==> config.mk <==
export PLATFORM = sky130hd
export DESIGN_NAME = traffic_phase_scheduler
export DESIGN_NICKNAME = d
export VERILOG_FILES = /design/src/rtl/traffic_phase_scheduler.sv
export SDC_FILE = /design/constraint.sdc
export NUM_CORES = 1
export LEC_CHECK = 0
export BUFFER_PORTS_ARGS = -buffer_cell sky130_fd_sc_hd__buf_2
export CORE_UTILIZATION = 35
export DETAILED_ROUTE_END_ITERATION = 12
export SYNTH_ARGS = -nofsm -noshare
export SYNTH_HDL_FRONTEND = slang
export SYNTH_SLANG_ARGS = --single-unit
==> constraint.sdc <==
create_clock -name clk -period 2.9 [get_ports clk]
set_input_delay 0.145 -clock clk [delete_from_list [all_inputs] [get_ports clk]]
set_output_delay 0.145 -clock clk [all_outputs]
set_load 0.03 [all_outputs]
==> src/rtl/traffic_phase_scheduler.sv <==
// Timed phase scheduler for a two-street intersection with an on-demand pedestrian walk phase.
// A clock prescaler generates timing ticks; a per-phase tick timer enforces min/max green times.
module traffic_phase_scheduler #(
    parameter int TICK_DIV  = 10,
    parameter int MIN_GREEN = 6,
    parameter int MAX_GREEN = 20,
    parameter int YELLOW    = 3,
    parameter int ALL_RED   = 1,
    parameter int WALK      = 8,
    parameter int CNT_W     = 8
) (
    input  logic       clk,
    input  logic       reset,
    input  logic       Sa,
    input  logic       Sb,
    input  logic       ped_req,
    output logic       Ra,
    output logic       Ya,
    output logic       Ga,
    output logic       Rb,
    output logic       Yb,
    output logic       Gb,
    output logic       walk,
    output logic       ped_pending,
    output logic [2:0] state_o
);

    typedef enum logic [2:0] {
        S_A_GRN   = 3'd0,
        S_A_YEL   = 3'd1,
        S_ALL_RED = 3'd2,
        S_B_GRN   = 3'd3,
        S_B_YEL   = 3'd4,
        S_WALK    = 3'd5
    } state_t;

    localparam int PW = (TICK_DIV > 1) ? $clog2(TICK_DIV) : 1;

    state_t            state;
    state_t            state_next;
    logic [PW-1:0]     presc;
    logic [CNT_W-1:0]  timer;
    logic              last_side;
    logic              tick;
    logic              green_min;
    logic              green_max;
    logic              in_green;
    logic              yel_done;
    logic              red_done;
    logic              walk_done;
    logic              phase_change;

    assign tick         = (presc == PW'(TICK_DIV - 1));
    assign green_min    = (timer >= CNT_W'(MIN_GREEN - 1));
    assign green_max    = (timer == CNT_W'(MAX_GREEN - 1));
    assign in_green     = (state == S_A_GRN) || (state == S_B_GRN);
    assign yel_done     = tick && (timer == CNT_W'(YELLOW - 1));
    assign red_done     = tick && (timer == CNT_W'(ALL_RED - 1));
    assign walk_done    = tick && (timer == CNT_W'(WALK - 1));
    assign phase_change = (state_next != state);

    always_comb begin
        state_next = state;
        case (state)
            S_A_GRN:
                if (tick && green_min && (Sb || ped_pending) && (!Sa || green_max))
                    state_next = S_A_YEL;
            S_A_YEL:
                if (yel_done) state_next = S_ALL_RED;
            S_ALL_RED:
                if (red_done) begin
                    if (ped_pending)    state_next = S_WALK;
                    else if (last_side) state_next = S_A_GRN;
                    else                state_next = S_B_GRN;
                end
            S_B_GRN:
                if (tick && green_min && (Sa || ped_pending) && (!Sb || green_max))
                    state_next = S_B_YEL;
            S_B_YEL:
                if (yel_done) state_next = S_ALL_RED;
            S_WALK:
                if (walk_done) state_next = last_side ? S_A_GRN : S_B_GRN;
            default:
                state_next = S_A_GRN;
        endcase
    end

    always_ff @(posedge clk or posedge reset) begin
        if (reset) begin
            state <= S_A_GRN;
        end else begin
            state <= state_next;
        end
    end

    // Timing restarts from zero in every new phase; the green timer parks at MAX_GREEN-1.
    always_ff @(posedge clk or posedge reset) begin
        if (reset) begin
            presc <= '0;
            timer <= '0;
        end else if (phase_change) begin
            presc <= '0;
            timer <= '0;
        end else begin
            presc <= tick ? '0 : presc + 1'b1;
            if (tick && !(in_green && green_max))
                timer <= timer + 1'b1;
        end
    end

    always_ff @(posedge clk or posedge reset) begin
        if (reset) begin
            last_side   <= 1'b0;
            ped_pending <= 1'b0;
        end else begin
            if (state == S_A_YEL && yel_done) last_side <= 1'b0;
            if (state == S_B_YEL && yel_done) last_side <= 1'b1;
            // Entering WALK serves the request and overrides a same-cycle press.
            if (state_next == S_WALK && state != S_WALK)
                ped_pending <= 1'b0;
            else if (ped_req && state != S_WALK)
                ped_pending <= 1'b1;
        end
    end

    always_comb begin
        Ga      = (state == S_A_GRN);
        Ya      = (state == S_A_YEL);
        Ra      = !(Ga || Ya);
        Gb      = (state == S_B_GRN);
        Yb      = (state == S_B_YEL);
        Rb      = !(Gb || Yb);
        walk    = (state == S_WALK);
        state_o = state;
    end

endmodule

[After elaboration in Yosys (flattened, before gate mapping)]
Cells that the tools add are included.
Widths: inputs -> output; s select.
Word-level totals
  flip-flop bits (word level): 17
  bits of input ports: 5
  output and inout port bits: 11
  word-level logic and storage cells: 68
Operators by class
  add/sub/neg operators: 2
  $lt $le $gt $ge: 1
  eq/ne operators: 12
  muxes and demuxes: 16
  reduce and logical (&&, ||, !) cells: 32
Operators with widths (number)
  $mux 3: 6
  $mux 8: 2
  $pmux 3 s5: 1
  $logic_and 1x1->1: 14
  $eq 3x3->1 const B: 3
  $add 8x1->8 const B: 1
  $eq 8x2->1 const B: 1
  $eq 8x3->1 const B: 1
  $eq 8x5->1 const B: 1
  $ge 8x3->1 const B: 1
  $logic_not 8->1: 1
  $mux 4: 2
  $logic_or 1x1->1: 7
  $eq 3x2->1 const B: 2
  $reduce_bool 2->1: 3
  $logic_not 1->1: 5
  $add 4x1->4 const B: 1
  $eq 4x4->1 const B: 1
  $mux 1: 4
  $eq 3x1->1 const B: 1
  $logic_not 3->1: 1
  $ne 3x3->1: 1
  $ne 3x3->1 const B: 1
  $mux 2: 1
  $reduce_or 2->1: 1

[Depth between registers and ports, before layout]
Gate-level depths: netlist (run 1).
  word-level depth: 9
  mapped depth: 9

[Least setup slack after synthesis (run 1)]
No wires, ideal clock.
  path kind: reg2reg
  start: register state[0] (netlist: state_o[0])
  end: register timer[1]
  arrival: 2690 ps
  data required time: 2764 ps
  setup slack: 74 ps
  cell stages (with the launch flop): 8
  path buffers: 1
  clock period less this slack: 2826 ps
  cells stage by stage: dfrtp_1 -> buf_2 -> nor3_1 -> o21ai_0 -> nor4b_1 -> nor4b_4 -> xnor2_2 -> nor3b_2
Between the ends
  longest elaborated chain between the ends: 6
  elaborated cells between the ends (all ways): 20
  classes of those cells: eq/ne: 6; mux: 7; reduce/logical: 7
Ends and longest elaborated chain
  start: declaration: line 39  | state_t state;
  start signal: assignment: line 92  | state <= state_next;
  $logic_not 3->1 (*)
  named net Ga: line 19  | output logic Ga,
  parallel branches: the longest is 5 deep, another holds $mux 8
  end signal: assignment: line 107  | timer <= timer + 1'b1;
  end: declaration: line 42  | logic [CNT_W-1:0] timer;
Mark *: on every way through the listed nets, which the timed path passes.
A chain may end at the register's enable or synchronous reset.

[Worst setup path after layout (run 1)]
  start: register timer[7]
  end: register timer[6]
Between the ends
  longest elaborated chain between the ends: 8
  elaborated cells between the ends (all ways): 27
  classes of those cells: order compare: 1; eq/ne: 4; mux: 7; reduce/logical: 15
Ends and longest elaborated chain
  $ge 8x3->1: line 54  | assign green_min = (timer >= CNT_W'(MIN_GREEN - 1));
  $logic_and 1x1->1: line 66, 77
  $logic_and 1x1->1 (on tied branches) (2 in series): line 77, 66
  $mux 3 (on tied branches): line 77, 66
  $pmux 3 s5: line 64  | case (state)
  $ne 3x3->1: line 60  | assign phase_change = (state_next != state);
  $mux 8 or $reduce_bool 2->1 (tied branches)
Several ways; a longest one is shown, not always the timed one.

==> results.cfg, run 1 <==
[run_status]
outcome = finished clean

[synthesis]
synth_area_leaders = dfrtp_1, ha_1, xor2_1
synth-simple-area-share = 0.307
synth_edf_count = 0
synth_sequential_area_ratio = 0.341
cell_with_the_most_instances_after_synthesis = dfrtp_1
post-synth-top-area-fraction = 0.341
main_flop_type_after_synthesis = dfrtp_1
synth_compound_gate_area_share = 0.137
main_combinational_cell_family_by_area_after_synthesis = simple AND/OR/NAND/NOR gates
synth.distinct_cells = 43
avgSynthCellArea_um2 = 9.17
synth.yosys.warnings = 0
ys_top_cells_by_count = dfrtp_1, nor2_1, nand2_1
adder_cell_fraction_of_synth_area = 0.0702
yosysTopAreaCell = dfrtp_1
asyncSetResetFlopFracSynth = 1.00
ys_ff_latch = 17
post_synth_mux_area_share = 0.0160
mapped_cell_area_um2 = 1250
synth_fp_nets = 148
synth_xor_xnor_area_share = 0.0832
synthesized_netlist_cell_count = 136

[worst_setup_path]
critical_path.endpoint_type = register
worstSetupPathType = register to register
worst-endpoint-arrival_ns = 2.75
cp_data_required_time_ns = 3.06
max_stage_delay_ns = 0.66
crit_path_cell_trace = or4_1, a211o_2, a31oi_1, nor4b_4, xnor2_2, nor2_1
critical_path_peak_fanout = 8
critPathBufInv = 0
crit_path_top_delay_cell = or4_1
worst_setup_path_start_kind = register
cp_top_family = simple AND/OR/NAND/NOR gates

[placed_design]
input_output_buffers = 15
place_inst = 194
place.gp.congestion = 0.862
dp.final_hpwl_mm = 2.06

[timing]
slew-limit-headroom = 0.556
tns_ns = 0
max_slew.worst_pin.slew_ns = 0.665
final.min_clock_period_ns = 2.59
timing.hold.ws_ns = 0.112
final_skew_ns = 0.00509
setup_viol = 0
achievable_frequency_mhz = 386
portion_of_the_clock_cycle_consumed_by_the_worst_path_in_the_final_layout = 0.894
grt_setup_unrepaired = no
report.final.slew_viol_count = 0
finalHoldViolCount = 0

[clock_tree]
clock_latency_late_sink_ns = 0.29
clock_tree.htree_level_count = 1
hold_buffers = 1
clock_tree.root_cell = clkbuf_4
post_cts.resized_instances = 0
cts_tree = done
cts.clk_slew.worst_paths_ns = 0.11
tritoncts.num_buffers = 3
clock_sinks = 17
postCtsSetupRepairBufs = 0
clock_path_buffers = 2

[global_routing]
number_of_global_route_vias_before_repair = 973
grt_pass1_wl_mm = 4.55
met2_usage = 0.263
grt_antenna_before_repair = 0
grt_overflow_total = 0
gr-max-usage-layer = met2
globalRouteMet1Util = 0.224
use_met3 = 0.0290
grtUsageTotal = 0.163
grt_max_degree = 18

[floorplanning]
coreArea_um2 = 3360
fp.dieW_um = 61.7
initial_utilization = 0.371
die-area_um2 = 3810
ioPinCount = 16
chipHeight_um = 61.7
rows = 21

[drt]
via_count = 1048
post_drt_wl_per_cell_um = 13.5
drt.antenna.violating_nets = 0
drcViolationCount = 0
drt_pre_antenna_iters = 4
wl_mm = 2.69
drt-initial-drc-count = 88
via_per_inst = 5.27

[layout]
finish.net_count = 166
insertedDiodeCount = 0
post_route_cells_drive_above_1_share = 0.229
synthToLayoutAreaGrowth_pct = 13.3
n_fill_cell = 354
final_cell_count_without_fillers = 199

[job]
max_cap_viol_count = 0

[power]
cellPowerDensity_nw_per_um2 = 266
ir_worst_vdd_mv = 0.150
leakage_nw = 0.662

[hold_path]
hp-class = input pin to register
[cell families (layout without fill, tap and decap cells)]
logic type | after synthesis | count (layout)
AND/OR/NAND/NOR | 63 | 63
AO/OA/AOI/OAI | 22 | 22
flip-flops | 17 | 17
buffers and inverters | 14 | 31
XOR/XNOR | 11 | 11
adder cells (fa/ha/maj) | 7 | 7
multiplexers | 2 | 2
[layout make-up]
class	count	area [um2]	area share
multi-input combinational	105	766	0.542
sequential	17	425	0.301
timing repair buffer	19	108	0.0761
tap	46	57.6	0.0407
inverter	8	30.0	0.0212
clock buffer	3	22.5	0.0159
clock inverter	1	5.00	0.00354
[sequential cells by signal, indices dropped and copies added (netlist names)]
name / flops
last_side: 1
presc: 4
timer: 8
ped_pending: 1
state_o: 3
[placed cells by master, fill, tap and decap left out, types with 3 or more instances in the layout]
| cell type | count |
|---|---|
| inv_1 | 8 |
| nand3_1 | 6 |
| dfrtp_1 | 17 |
| nor2_1 | 15 |
| nor3_1 | 5 |
| nand3b_1 | 4 |
| nand2_1 | 10 |
| buf_4 | 3 |
| o21ai_0 | 3 |
| xnor2_1 | 3 |
| ha_1 | 7 |
| clkbuf_4 | 3 |
| buf_2 | 15 |
| a21oi_1 | 3 |
| o31ai_1 | 3 |
| nand2b_1 | 6 |
| xor2_1 | 7 |
| nor3b_1 | 3 |
[final timing paths]
check | start | slack (ns) | end | depth (start not counted)
max | timer[7] | 0.31 | timer[6] | 6
min | ped_req | 0.11 | ped_pending | 3
max reg2reg | timer[7] | 0.31 | timer[6] | 6
min reg2reg | presc[0] | 0.50 | presc[0] | 1
max in group asynchronous | reset | 1.99 | last_side | 3
min in group asynchronous | reset | 0.48 | timer[3] | 3
[metal layers]
metal / vias up / wire length, um
met5: - / 0
met4: 0 / 19
met3: 2 / 162
met2: 37 / 1190
met1: 492 / 1310
li1: 517 / -
[worst register-to-register path: stages, from the launching register on]
cell	delay, ns
dfrtp_1	0.43
or4_1	0.66
a211o_2	0.39
a31oi_1	0.37
nor4b_4	0.11
xnor2_2	0.41
nor2_1	0.10
[stage by stage]
stage	power (mW)	area, um2	util	setup WS [ns]
after global routing	0.394	1410	0.420	0.135
after detailed placement	0.252	1380	0.409	0.306
after floorplan	0.247	1250	-	0.0743
after global placement	0.252	1380	0.409	0.380
after CTS	0.381	1410	0.420	0.307
final	0.376	1410	0.420	0.307
[power breakdown]
part	switching, mW	internal (mW)
Combinational	0.00720	0.00421
Clock	0.0770	0.0512
Sequential	0.000000000000000154	0.237
(Power assumes the default switching activity.)
==> inputs of run 2 (changes only) <==
- ABC_AREA: default -> 1
==> run 2 against run 1 <==
- the flow now finishes with violations (hold timing)
- synthesized cell count rose by 32%
- non-clock buffer count shrank 4
- cell count grew 23%
- clock power increased by 42%
- core utilization shrank 1.4 points
- first-iteration DRC count rose by 3.4%
- cell area grew 5.1%
- worst hold slack lost 0.13 ns
==> results.cfg, run 2 <==
[timing]
finalHoldViolCount = 17
timing.hold.ws_ns = -0.0192
slew-limit-headroom = 0.547
final_skew_ns = 0.00572
tns_ns = 0
portion_of_the_clock_cycle_consumed_by_the_worst_path_in_the_final_layout = 0.704
max_slew.worst_pin.slew_ns = 0.679
final.min_clock_period_ns = 2.04
report.final.slew_viol_count = 0
final.setup.worst_slack_ns = 0.858
setup_viol = 0
achievable_frequency_mhz = 490
grt_setup_unrepaired = no

[run_status]
violations = hold timing
outcome = complete, but fails checks

[global_routing]
grt_overflow_total = 0
grtUsageTotal = 0.149
grt_max_degree = 18
number_of_global_route_vias_before_repair = 1041
grt_pass1_wl_mm = 4.72
grt_antenna_before_repair = 0

[worst_setup_path]
r2r-start = timer[1]
cpMostUsedCell = nand2_1
cp_data_required_time_ns = 3.03
worst-endpoint-arrival_ns = 2.17
worst_setup_path_start_kind = register
max_stage_delay_ns = 0.42
critical_path.endpoint_type = register
crit_path_cell_trace = inv_1, ha_1, nand2_1, nand2_1, nand2_1, a21oi_1, nand2_1, nand2_1, nand2_1, o21bai_1, nand2_1, nand2_2, nor2_1
crit_path_top_delay_cell = dfrtp_1
worstSetupPathType = register to register
crit_path_start = timer[1]
critical_path_peak_fanout = 12

[clock_tree]
cts.clk_slew.worst_paths_ns = 0.07
clock_path_buffers = 2
hold_buffers = 0
clock_tree.root_cell = clkbuf_8
tritoncts.num_buffers = 3
post_cts.resized_instances = 0
clock_sinks = 17
postCtsSetupRepairBufs = 0
clock_latency_late_sink_ns = 0.25
clock_tree.htree_level_count = 1
cts_tree = done

[power]
power_after_layout_mw = 0.429
cellPowerDensity_nw_per_um2 = 289
ir_worst_vdd_mv = 0.263
leakage_nw = 0.751

[synthesis]
ys_top_cells_by_count = nand2_1, inv_1, nor2_1
synth.yosys.warnings = 0
mapped_cell_area_um2 = 1330
synth_sequential_area_ratio = 0.320
synth.distinct_cells = 25
synthesized_netlist_cell_count = 179
post-synth-top-area-fraction = 0.320
asyncSetResetFlopFracSynth = 1.00
yosysTopAreaCell = dfrtp_1
ys_ff_latch = 17
main_flop_type_after_synthesis = dfrtp_1
avgSynthCellArea_um2 = 7.42
synth_fp_nets = 191
synth_edf_count = 0
synth_area_leaders = dfrtp_1, nand2_1, nor2_2
cell_with_the_most_instances_after_synthesis = nand2_1

[placed_design]
input_output_buffers = 15
place.gp.congestion = 0.837
place_inst = 240
placement.setup.worst_slack_ns = 0.876
dp.final_hpwl_mm = 2.07

[layout]
largest_register_ff_count = 8
final_cell_mix = nand2_1, inv_1, nor2_1
post_route_cells_drive_above_1_share = 0.296
finish.net_count = 209
synthToLayoutAreaGrowth_pct = 12.0
n_fill_cell = 384
multiInputGateArea_um2 = 756
regMostFlops = timer
seq_area_um2 = 425
insertedDiodeCount = 0
layout.cells.most_common = nand2_1
final_cell_count_without_fillers = 244

[floorplanning]
die-area_um2 = 4040
ioPinCount = 16
coreArea_um2 = 3660
rows = 22
initial_utilization = 0.363
chipHeight_um = 63.6
fp.dieW_um = 63.6

[drt]
drt_pre_antenna_iters = 4
post_drt_wl_per_cell_um = 10.9
drcViolationCount = 0
drt-initial-drc-count = 91
drt.antenna.violating_nets = 0
via_per_inst = 4.61
via_count = 1125
wl_mm = 2.67

[job]
max_cap_viol_count = 0

[hold_path]
hp-class = input pin to async pin
-- run 2: cell types whose count changed after synthesis, sizes merged, moves of 6 or more --
cell / previous run / this run
nand2: 10 / 38
inv: 8 / 32
nor2: 15 / 37
nand2b: 6 / 0
nand4: 0 / 6
o21ai: 4 / 10
-- run 2: worst paths after layout --
path	end	slack (ns)	depth (start not counted)
setup / recovery	timer[5]	0.86	13
hold / removal	timer[6]	-0.02	2
setup reg to reg	timer[5]	0.86	13
hold reg to reg	last_side	0.56	2
max in group asynchronous	timer[3]	2.48	2
min in group clk	ped_pending	0.23	5
-- run 2: critical path, delay by kind of cell (launching register included) --
family          cells  cell delay, ns
compound gates      2            0.32
fa+ha+maj           1            0.16
flops               1            0.42
simple gates        9            0.86
buf+inv             1            0.15
-- run 2: layout make-up --
cell class / instances / share of cell area
well taps: 48 / 0.0404
inverters: 33 / 0.0833
multi-input cells: 127 / 0.508
clock inverters: 1 / 0.00337
flip-flops and latches: 17 / 0.286
clock buffers: 3 / 0.0278
repair buffers: 15 / 0.0505
-- run 2: power breakdown --
part | switching [mW] | internal [mW]
clock | 0.0864 | 0.0953
sequential | 0.000000000000000112 | 0.237
combinational | 0.00754 | 0.00326
total | 0.0939 | 0.336
-- run 2: kinds of logic after synthesis --
| kind of cell | Yosys count | synth area share |
|---|---|---|
| DFF | 17 | 0.320 |
| AOI/OAI and AO/OA | 14 | 0.0575 |
| adders and majority gates | 7 | 0.0660 |
| buffers and inverters | 35 | 0.110 |
| and+or+nand+nor | 99 | 0.400 |
| xor gates and xnor gates | 7 | 0.0462 |
-- run 2: metal layers --
metal | vias to the layer above | wire length (um) | track usage
li1 | 586 | - | -
met3 | 2 | 110 | 0.0217
met1 | 511 | 1340 | 0.206
met4 | 0 | 14 | 0.0483
met2 | 26 | 1200 | 0.235
met5 | - | 0 | 0
-- run 2: through the flow --
| stage | util | cell area, um2 |
|---|---|---|
| 2_1_floorplan | - | 1330 |
| 3_3_place_gp | 0.393 | 1440 |
| 3_5_place_dp | 0.393 | 1440 |
| 4_1_cts | 0.406 | 1490 |
| 5_1_grt | 0.406 | 1490 |
| 6_report | 0.406 | 1490 |
==> inputs of run 3 (changes only) <==
- ABC_AREA: 1 -> 0
- clock period: 2.9 -> 1.8 ns (I/O delays scaled with it)
==> run 3 against run 2 <==
- the run ends with setup timing left
- fmax down 14%
- cell area up 33%
- flip-flop and latch count unchanged
- combinational power up 130%
- worst hold slack better by 0.091 ns
- clock-buffer cell count up 1
- worst setup slack worse by 1.4 ns
- wire length up 52%
- die area down 5.8%
- clock power up 19%
- highest routed layer unchanged
==> results.cfg, run 3 (synthesis results as in run 1) <==
[run_status]
outcome = complete, but fails checks
violations = setup timing

[floorplanning]
coreArea_um2 = 3360
fp.dieW_um = 61.7
initial_utilization = 0.371
die-area_um2 = 3810
ioPinCount = 16
chipHeight_um = 61.7
rows = 21

[timing]
final.setup.worst_slack_ns = -0.569
achievable_frequency_mhz = 422
grt_setup_unrepaired = yes
portion_of_the_clock_cycle_consumed_by_the_worst_path_in_the_final_layout = 1.32
slew-limit-headroom = 0.541
max_slew.worst_pin.slew_ns = 0.688
final.min_clock_period_ns = 2.37
finalHoldViolCount = 0
setup_viol = 16
report.final.slew_viol_count = 0
final_skew_ns = 0.00479

[drt]
wl_mm = 4.06
drt_pre_antenna_iters = 4
drt.antenna.violating_nets = 0
via_count = 1295
post_drt_wl_per_cell_um = 16.3
via_per_inst = 5.20
drt-initial-drc-count = 45
drcViolationCount = 0

[placed_design]
place.gp.congestion = 0.828
placedInstanceArea_um2 = 1700
input_output_buffers = 15
dp.final_hpwl_mm = 2.66

[global_routing]
grt_overflow_total = 0
grtUsageTotal = 0.244
number_of_global_route_vias_before_repair = 1421
grt_max_degree = 18
grt_antenna_before_repair = 0
grt_pass1_wl_mm = 6.65

[worst_setup_path]
crit_path_start = timer[7]
reg2reg_setup_slack_ns = -0.57
worstSetupPathType = register to register
r2r-start = timer[7]
cp_data_required_time_ns = 1.98
critical_path_peak_fanout = 8
worst-endpoint-arrival_ns = 2.55
critical_path.endpoint_type = register
worst_setup_path_start_kind = register

[layout]
largest_register_ff_count = 8
final_core_util = 0.588
post_route_cells_drive_above_1_share = 0.502
n_fill_cell = 304
fin_area_um2 = 1980
final_cell_mix = buf_4, dfrtp_1, nor2_1, buf_2, nand2_1
finish.net_count = 216
layout.cells.most_common = buf_4
insertedDiodeCount = 0
synthToLayoutAreaGrowth_pct = 58.6
regMostFlops = timer

[clock_tree]
clock_sinks = 17
cts_tree = done
clock_tree.htree_level_count = 1
clock_tree.root_cell = clkbuf_4
tritoncts.num_buffers = 3
cts.clk_slew.worst_paths_ns = 0.11
clock_latency_late_sink_ns = 0.29
clock_path_buffers = 2

[hold_path]
worst_min_delay_path_startpoint = ped_req
hp-class = input pin to register

[power]
ir_worst_vdd_mv = 0.233
leakage_nw = 0.925
cellPowerDensity_nw_per_um2 = 315

[job]
max_cap_viol_count = 0
-- run 3: cell type report --
| cell class | instances | area (um2) | area share |
|---|---|---|---|
| Sequential cell | 17 | 425 | 0.215 |
| Clock buffer | 4 | 26.3 | 0.0133 |
| Multi-Input combinational cell | 106 | 952 | 0.481 |
| Inverter | 8 | 30.0 | 0.0152 |
| Timing Repair Buffer | 68 | 487 | 0.246 |
| Tap cell | 46 | 57.6 | 0.0291 |
-- run 3: per-layer routing --
metal | wire length [um] | track usage
met5 | 0 | 0
met4 | 119 | 0.121
met3 | 204 | 0.0435
met2 | 2120 | 0.429
met1 | 1620 | 0.286
-- run 3: critical path: stages, from the launching register on --
cell	delay (ns)
dfrtp_1	0.39
or4_4	0.55
buf_4	0.18
and4b_2	0.29
o2bb2ai_1	0.19
nor4b_4	0.08
buf_4	0.17
xnor2_4	0.31
nor3b_2	0.08
-- run 3: worst paths after layout --
check,endpoint,depth (start not counted)
min in group asynchronous,timer[7],3
min,ped_pending,3
max,timer[1],8
max reg2reg,timer[1],8
max in group asynchronous,last_side,3
min reg2reg,presc[0],2
-- run 3: metrics by stage --
step	hold WS (ns)	total power [mW]	instances	TNS [ns]	worst slack [ns]
CTS	0.0642	0.630	246	-6.26	-0.508
floorplan	0.0161	0.399	136	-6.70	-0.533
global route	0.0704	0.653	249	-8.24	-0.638
global placement	0.218	0.408	235	-7.16	-0.544
finish	0.0723	0.622	249	-7.29	-0.569
detailed placement	0.233	0.409	235	-8.31	-0.665
-- run 3: report_power, final --
part                  switching, mW  total [mW]  internal, mW
sequential     0.000000000000000151       0.382         0.382
clock                         0.130       0.216        0.0861
combinational                0.0151      0.0244       0.00929
-- run 3: what timing repair did --
item	in CTS	in global routing
hold buffers	1	0
gates cloned	1	0
pin swaps	5	8
endpoints found under the setup margin	16	16
gates resized for setup	23	6
buffers inserted	5	3
hold endpoints to repair	17	0
